**src/rtl/adc_frame_reader.sv**
```systemverilog
// adc_frame_reader: SPI master for the MAX11125 ADC.
// Each accepted start runs one 16-bit frame. A manual-mode command for the
// requested channel goes out on adc_mosi while the 16-bit result word comes
// back on adc_miso: a 4-bit channel ID followed by 12 bits of data.
// The result is presented on data/data_ch with a one-cycle data_valid pulse.
//
// state   | meaning
// --------+------------------------------------------------------------
// S_IDLE  | csn high, waiting for start
// S_SETUP | csn low, first command bit on mosi, sclk low for DIV cycles
// S_HIGH  | sclk high for DIV cycles (miso sampled on the rising edge)
// S_LOW   | sclk low for DIV cycles (mosi advanced on the falling edge)
// S_DONE  | csn high, result published with data_valid for one cycle
// S_QUIET | csn high, busy held for QUIET cycles before the next frame
module adc_frame_reader #(
    parameter int DIV   = 2,
    parameter int QUIET = 4
) (
    input  logic        clk,
    input  logic        reset,
    input  logic        start,
    input  logic [2:0]  channel,
    output logic        busy,
    output logic        data_valid,
    output logic [11:0] data,
    output logic [3:0]  data_ch,
    output logic        adc_csn,
    output logic        adc_sclk,
    output logic        adc_mosi,
    input  logic        adc_miso
);

    typedef enum logic [2:0] {
        S_IDLE,
        S_SETUP,
        S_HIGH,
        S_LOW,
        S_DONE,
        S_QUIET
    } state_t;

    localparam logic [7:0] DIV_LOAD   = 8'(DIV - 1);
    localparam logic [7:0] QUIET_LOAD = 8'(QUIET - 1);

    state_t      state;
    logic [7:0]  phase;
    logic [3:0]  bit_cnt;
    logic [15:0] cmd;
    logic [15:0] rx;
    logic [15:0] cmd_word;
    logic        accept;

    // The command word is built as follows:
    //   - a leading 0
    //   - manual-scan opcode 0001
    //   - the 4-bit channel field, whose top bit is always 0
    //   - 0000
    //   - CHAN_ID = 1 and SWCNV = 1
    //   - a trailing 0
    assign cmd_word = {1'b0, 4'b0001, 1'b0, channel, 4'b0000, 1'b1, 1'b1, 1'b0};

    // Start is taken in IDLE. It is also taken on the last QUIET cycle, so a
    // held start restarts with csn high for exactly 1+QUIET cycles.
    assign accept = start && ((state == S_IDLE) ||
                              ((state == S_QUIET) && (phase == 8'd0)));

    // mosi is the top bit of the command shift register. That register is
    // clear whenever no frame is in progress, so mosi idles low.
    assign adc_mosi = cmd[15];

    // Frame sequencer with registered pin and result outputs.
    always_ff @(posedge clk or posedge reset) begin
        if (reset) begin
            state      <= S_IDLE;
            phase      <= 8'd0;
            bit_cnt    <= 4'd0;
            cmd        <= 16'd0;
            rx         <= 16'd0;
            busy       <= 1'b0;
            data_valid <= 1'b0;
            data       <= 12'd0;
            data_ch    <= 4'd0;
            adc_csn    <= 1'b1;
            adc_sclk   <= 1'b0;
        end else begin
            data_valid <= 1'b0;
            if (accept) begin
                cmd      <= cmd_word;
                busy     <= 1'b1;
                adc_csn  <= 1'b0;
                adc_sclk <= 1'b0;
                phase    <= DIV_LOAD;
                state    <= S_SETUP;
            end else begin
                case (state)
                    S_SETUP: begin
                        if (phase == 8'd0) begin
                            adc_sclk <= 1'b1;
                            rx       <= {rx[14:0], adc_miso};
                            bit_cnt  <= 4'd15;
                            phase    <= DIV_LOAD;
                            state    <= S_HIGH;
                        end else begin
                            phase <= phase - 8'd1;
                        end
                    end
                    S_HIGH: begin
                        if (phase == 8'd0) begin
                            adc_sclk <= 1'b0;
                            cmd      <= {cmd[14:0], 1'b0};
                            phase    <= DIV_LOAD;
                            state    <= S_LOW;
                        end else begin
                            phase <= phase - 8'd1;
                        end
                    end
                    S_LOW: begin
                        if (phase != 8'd0) begin
                            phase <= phase - 8'd1;
                        end else if (bit_cnt == 4'd0) begin
                            adc_csn    <= 1'b1;
                            data_valid <= 1'b1;
                            data       <= rx[11:0];
                            data_ch    <= rx[15:12];
                            state      <= S_DONE;
                        end else begin
                            adc_sclk <= 1'b1;
                            rx       <= {rx[14:0], adc_miso};
                            bit_cnt  <= bit_cnt - 4'd1;
                            phase    <= DIV_LOAD;
                            state    <= S_HIGH;
                        end
                    end
                    S_DONE: begin
                        phase <= QUIET_LOAD;
                        state <= S_QUIET;
                    end
                    S_QUIET: begin
                        if (phase == 8'd0) begin
                            busy  <= 1'b0;
                            state <= S_IDLE;
                        end else begin
                            phase <= phase - 8'd1;
                        end
                    end
                    default: begin
                        state <= S_IDLE;
                    end
                endcase
            end
        end
    end

endmodule

```
**config.mk**
```make
export PLATFORM = sky130hd
export DESIGN_NAME = adc_frame_reader
export DESIGN_NICKNAME = d
export VERILOG_FILES = /design/src/rtl/adc_frame_reader.sv
export SDC_FILE = /design/constraint.sdc
export NUM_CORES = 1
export LEC_CHECK = 0
export BUFFER_PORTS_ARGS = -buffer_cell sky130_fd_sc_hd__buf_2
export CELL_PAD_IN_SITES_DETAIL_PLACEMENT = 1
export CELL_PAD_IN_SITES_GLOBAL_PLACEMENT = 2
export CORE_MARGIN = 5
export CORE_UTILIZATION = 43
export DETAILED_ROUTE_END_ITERATION = 10
export PLACE_DENSITY = 0.91
export SYNTH_ARGS = -nofsm -noshare
export SYNTH_HDL_FRONTEND = slang
export SYNTH_SLANG_ARGS = --single-unit
```
**constraint.sdc**
```tcl
create_clock -name clk -period 4.9 [get_ports clk]
set_clock_uncertainty 0.05 [all_clocks]
set_input_delay 0.98 -clock clk [delete_from_list [all_inputs] [get_ports clk]]
set_output_delay 0.98 -clock clk [all_outputs]
set_load 0.02 [all_outputs]
```
* Yosys cells after proc, flatten, opt, wreduce, memory -nomap -nowiden
Cells that the tools add are included.
Word-level totals: input port bits 7, output and inout bits 21, bits in registers 67, word-level logic and storage cells 95
Operators by class: eq/ne operators 16, bitwise operators 2, add/sub/neg operators 2, multiplexer cells 40, reductions and logical operators 24
Operators with widths (count):
- $mux 16 | 6
- $mux 8 | 5
- $pmux 16 s2 | 1
- $pmux 8 s4 | 1
- $mux 3 | 6
- $mux 1 | 15
- $ne 3x3->1 const B | 5
- $pmux 3 s5 | 1
- $mux 4 | 3
- $reduce_bool 2->1 | 6
- $reduce_and 5->1 | 2
- $logic_not 8->1 | 1
- $ne 2x2->1 const B | 4
- $pmux 4 s2 | 1
- $reduce_and 4->1 | 2
- $reduce_bool 8->1 | 1
- $sub 8x1->8 const B | 1
- $eq 3x2->1 const B | 2
- $eq 3x3->1 const B | 2
- $reduce_and 3->1 | 2
- $reduce_bool 5->1 | 1
- $logic_not 4->1 | 1
- $ne 4x4->1 const B | 1
- $reduce_and 2->1 | 2
- other kinds (10) | 12

* Depth between registers and ports, before layout
word-level depth 6, depth in mapped cells 8, depth with buffers taken out 6

* Worst setup path after synthesis
Ideal clock, no wire load.
path kind in2reg, start in start, end reg phase[0], library setup time 0.125 ns, stages 5, buffers on the path 1, arrival 2.142 ns, path slack 2.583 ns, data required time 4.725 ns, cell sequence clkbuf_1 or3_1 o21a_1 o21a_1 mux2_2
Between the ends: word-level cells in the longest chain between the ends 3, elaborated cells on any way between the ends 6, classes of those cells eq/ne: 2; mux: 1; reduce/logical: 3
RTL lines:
- from (decl) | line 21 | input logic start,
- $logic_and 1x1->1 * | line 64 | assign accept = start && ((state == S_IDLE) ||
- $ne 4x4->1 (no line), or another cell as far along
- $reduce_and 3->1 (no line)
- to (signal assigned) | line 104 | phase <= phase - 8'd1;
- to (signal assigned) | line 114 | phase <= phase - 8'd1;
- to (signal assigned) | line 119 | phase <= phase - 8'd1;
- to (decl) | line 46 | logic [7:0] phase;
Every way passes the cells marked *; elsewhere a longest branch is shown, timed or not. A chain may end at the register's enable or synchronous reset.

* Final worst setup path
start reg state[2], end reg bit_cnt[2]
Between the ends: word-level cells in the longest chain between the ends 6, elaborated cells on any way between the ends 14, classes of those cells eq/ne: 6; mux: 1; bitwise: 1; reduce/logical: 6
RTL lines:
- from (decl) | line 45 | state_t state;
- from (signal assigned) | line 74 | state <= S_IDLE;
- from (signal assigned) | line 93 | state <= S_SETUP;
- from (signal assigned) | line 102 | state <= S_HIGH;
- $eq 3x3->1 | line 65 | ((state == S_QUIET) && (phase == 8'd0)));
- $logic_and 1x1->1 | line 65
- $logic_or 1x1->1 | line 64
- $logic_and 1x1->1 | line 64
- $not 1->1 (no line)
- $reduce_and 5->1 (no line)
- to (signal assigned) | line 129 | bit_cnt <= bit_cnt - 4'd1;
- to (decl) | line 47 | logic [3:0] bit_cnt;
Parallel ways exist; a longest one is shown, timed or not.

==> results.md <==
- Status: completed
- Worst slack, placed: 1.87 ns
- DP Wirelength: between 4 and 5 mm
- CORE AREA: 7140 um2
- Final setup margin: ~1.8 ns
- Logic gate share of total power: 30.6%
- Ys Warns: 0
- Min-Delay Path Depth: 1
- GRT Util Overall: between 10% and 20%
- Vias in the first global route: 2295
- Gr ovfl total: 0
- Initial DRC count: 105
- Main combinational cell family by area after synthesis: multiplexers
- Net Count, Synth: between 200 and 300
- Clk pwr share: 23.6%
- Vias: 2166
- Cell depth of the worst flop-to-flop path: 4
- Cells after Synth: 256
- ANT nets after route: 0
- Largest net degree at the start of global routing: 35
- Number of remaining DRC errors: 0
- Core Util, Final: 48.9%
- Drt via density: 5.60
- Post-synthesis cell area: 3100 um2
- Async set-reset flop share out of synthesis: 100%
- Root buffer cell: clkbuf_8
- Max-Cap Viols: 0
- DRT Pass-1 Iters: 4
- Post-synth EDFFs: 0
- Final period util: 63.0%
- Commonest non-fill, non-tap cell in the layout: dfrtp_1
- Worst-path clk slew: 0.07 ns
- Pwr Density: 494 nW/um2
- Clock Path Buffers: 2
- I/O Buffers: 27
- Layout cells sized above 1: 31.6%
- HP Class: reg -> reg
- CTS buffer count: 9
- WP data required: 5.04 ns
- Post-CTS Resized: 0
- Die Span Y: 95.0 um
- Crit-path max FO: 24
- Commonest non-fill, non-tap cells in the layout: dfrtp_1 (65), mux2_2 (27), buf_2 (27)
- WP data arrival: 3.23 ns
- Crit path capture type: flop
- # hold bufs at CTS: 0
- Sink Count: 66
- CTS tree: yes
- Post-route insts no fill: around 390
- Mux share of post-synthesis cell area: 14.6%
- Area Overhead vs Synth: 12.4%
- Ys flop type: dfrtp_1
- Maximum VDD drop: 0.253 mV
- Sequential power share: a little under half
- RePlAce Congestion: around 0.76
- Initial Util: 43.5%
- Die width: 95.0 um
- Dpl cells: 371
- Total power: roughly 1.7 mW
- Htree depth: 3
- Register Area: ~1700 um2
- Post-Route WL: 7.08 mm
- Yosys cell types: approximately 50
- Drt wl/cell: 18.3 um
- Compound-cell area share of the yosys netlist: between 10 and 15%
- Register area share after synthesis: 53.3%
- Area occupied by multi-input gates: 1350 um2
- Sw Share: 37.4%
- Die footprint: 9020 um2
- Clock Latency Late Sink: 0.35 ns
- Tightest Pin Transition: 1.22 ns
- Setup CP Type: reg -> reg
- Synth Area in Simple Gates: 14.2%
- First-pass GRT wire length: 12.1 mm
- Max Clock Freq: about 0.32 GHz
- Post-CTS Setup Bufs: 0
- I/O pin count: 28
- Synth Register Bits: 66
- Initial antenna violation count: 0
- Internal Power: 1.08 mW
- Final hold vios: 0
- Post-Synth XOR/XNOR Area: 0%
- Syn avg cell area: about 12 um2
- Switching Power: 0.643 mW
- Setup TNS: 0 ns
- Diode count: 0
- Rel. slew slack: between 10% and 20%
- Leak: between 1.5 and 2 nW
- Startpoint type of the worst setup path: flop
- # fillers: 791
- Count of final setup violators: 0
- RSZ-0062 raised after global routing: no
- Row Count: 31
- Min Tclk post-route: 3.09 ns
- Post-Synth Adder-Cell Area: 1.61%
- Final Slew Violations: 0
- Final Net Count: 294
layout make-up:
class	instances	area share, %
repair buffers	28	4.09
clock inverters	4	0.789
inverters	13	1.40
clock buffers	12	4.16
flip-flops and latches	66	47.4
multi-input cells	165	38.6
well taps	99	3.55
routing by layer:
metal	GRT usage (%)	up-vias	share of wire (%)
li1	-	1004	-
met2	27.0	38	48
met4	6.49	0	1.3
met1	23.7	1117	47
met5	0	-	0
met3	4.54	7	3.7
through the flow:
step / instance area [um2] / hold slack (ns)
after detailed placement: 3310 / 0.430
final: 3490 / 0.446
after CTS: 3490 / 0.449
after global routing: 3490 / 0.463
after global placement: 3310 / 0.422
after floorplan: 3100 / 0.410
flip-flops by register name (all words and copies together) (netlist names):
register    count
bit_cnt         4
adc_csn         1
rx             16
busy            1
phase           8
data_ch         4
data_valid      1
data           12
adc_sclk        1
cmd            15
state           3
cell families (layout without fill, tap and decap cells):
kind of cell,after synthesis,in the layout
DFF,66,66
and+or+nand+nor,67,67
buffers and inverters,25,57
muxes,38,38
AOI/OAI and AO/OA,56,56
adders and majority gates,4,4
final timing paths:
| check | start | slack (ns) | endpoint |
|---|---|---|---|
| worst max-delay path | state[2] | 1.81 | bit_cnt[2] |
| worst min-delay path | cmd[11] | 0.45 | cmd[11] |
| worst max register to register | state[2] | 1.81 | bit_cnt[2] |
| worst min register to register | cmd[11] | 0.45 | cmd[11] |
| max in group asynchronous | reset | 3.19 | adc_csn |
| min in group asynchronous | reset | 0.68 | data[10] |
synthesized netlist by cell type, types with 3 or more instances:
cell | instances | area [um2]
dfrtp_1 | 65 | 1630
mux2_2 | 27 | 304
inv_1 | 13 | 48.8
nor2_1 | 12 | 45.0
o21ai_0 | 10 | 50.1
a22o_1 | 9 | 78.8
clkbuf_1 | 9 | 33.8
a21oi_1 | 8 | 40.0
mux2_4 | 8 | 120
nand3_1 | 8 | 40.0
nor3_1 | 7 | 35.0
nand2_1 | 6 | 22.5
a31oi_1 | 5 | 31.3
nor2b_1 | 5 | 31.3
nor4_1 | 5 | 31.3
o221ai_1 | 5 | 43.8
ha_1 | 4 | 50.1
mux2i_1 | 3 | 30.0
nand4_1 | 3 | 18.8
o21a_1 | 3 | 22.5
o31ai_1 | 3 | 22.5
or2_2 | 3 | 18.8
or3_1 | 3 | 18.8
power by group through the flow:
stage	Combinational, mW	Sequential (mW)	Clock, mW
2_1_floorplan	0.416	0.763	0
3_3_place_gp	0.503	0.789	0
3_5_place_dp	0.528	0.798	0
4_1_cts	0.530	0.789	0.417
5_1_grt	0.592	0.810	0.442
6_report	0.527	0.789	0.405
critical path: stages (launching register included):
cell and delay (ns):
dfrtp_1 0.60, nor2b_1 0.49, nand4_1 1.05, o31ai_1 0.61
o31ai_1 0.12
Note: power is estimated with default switching activity, not from simulation.
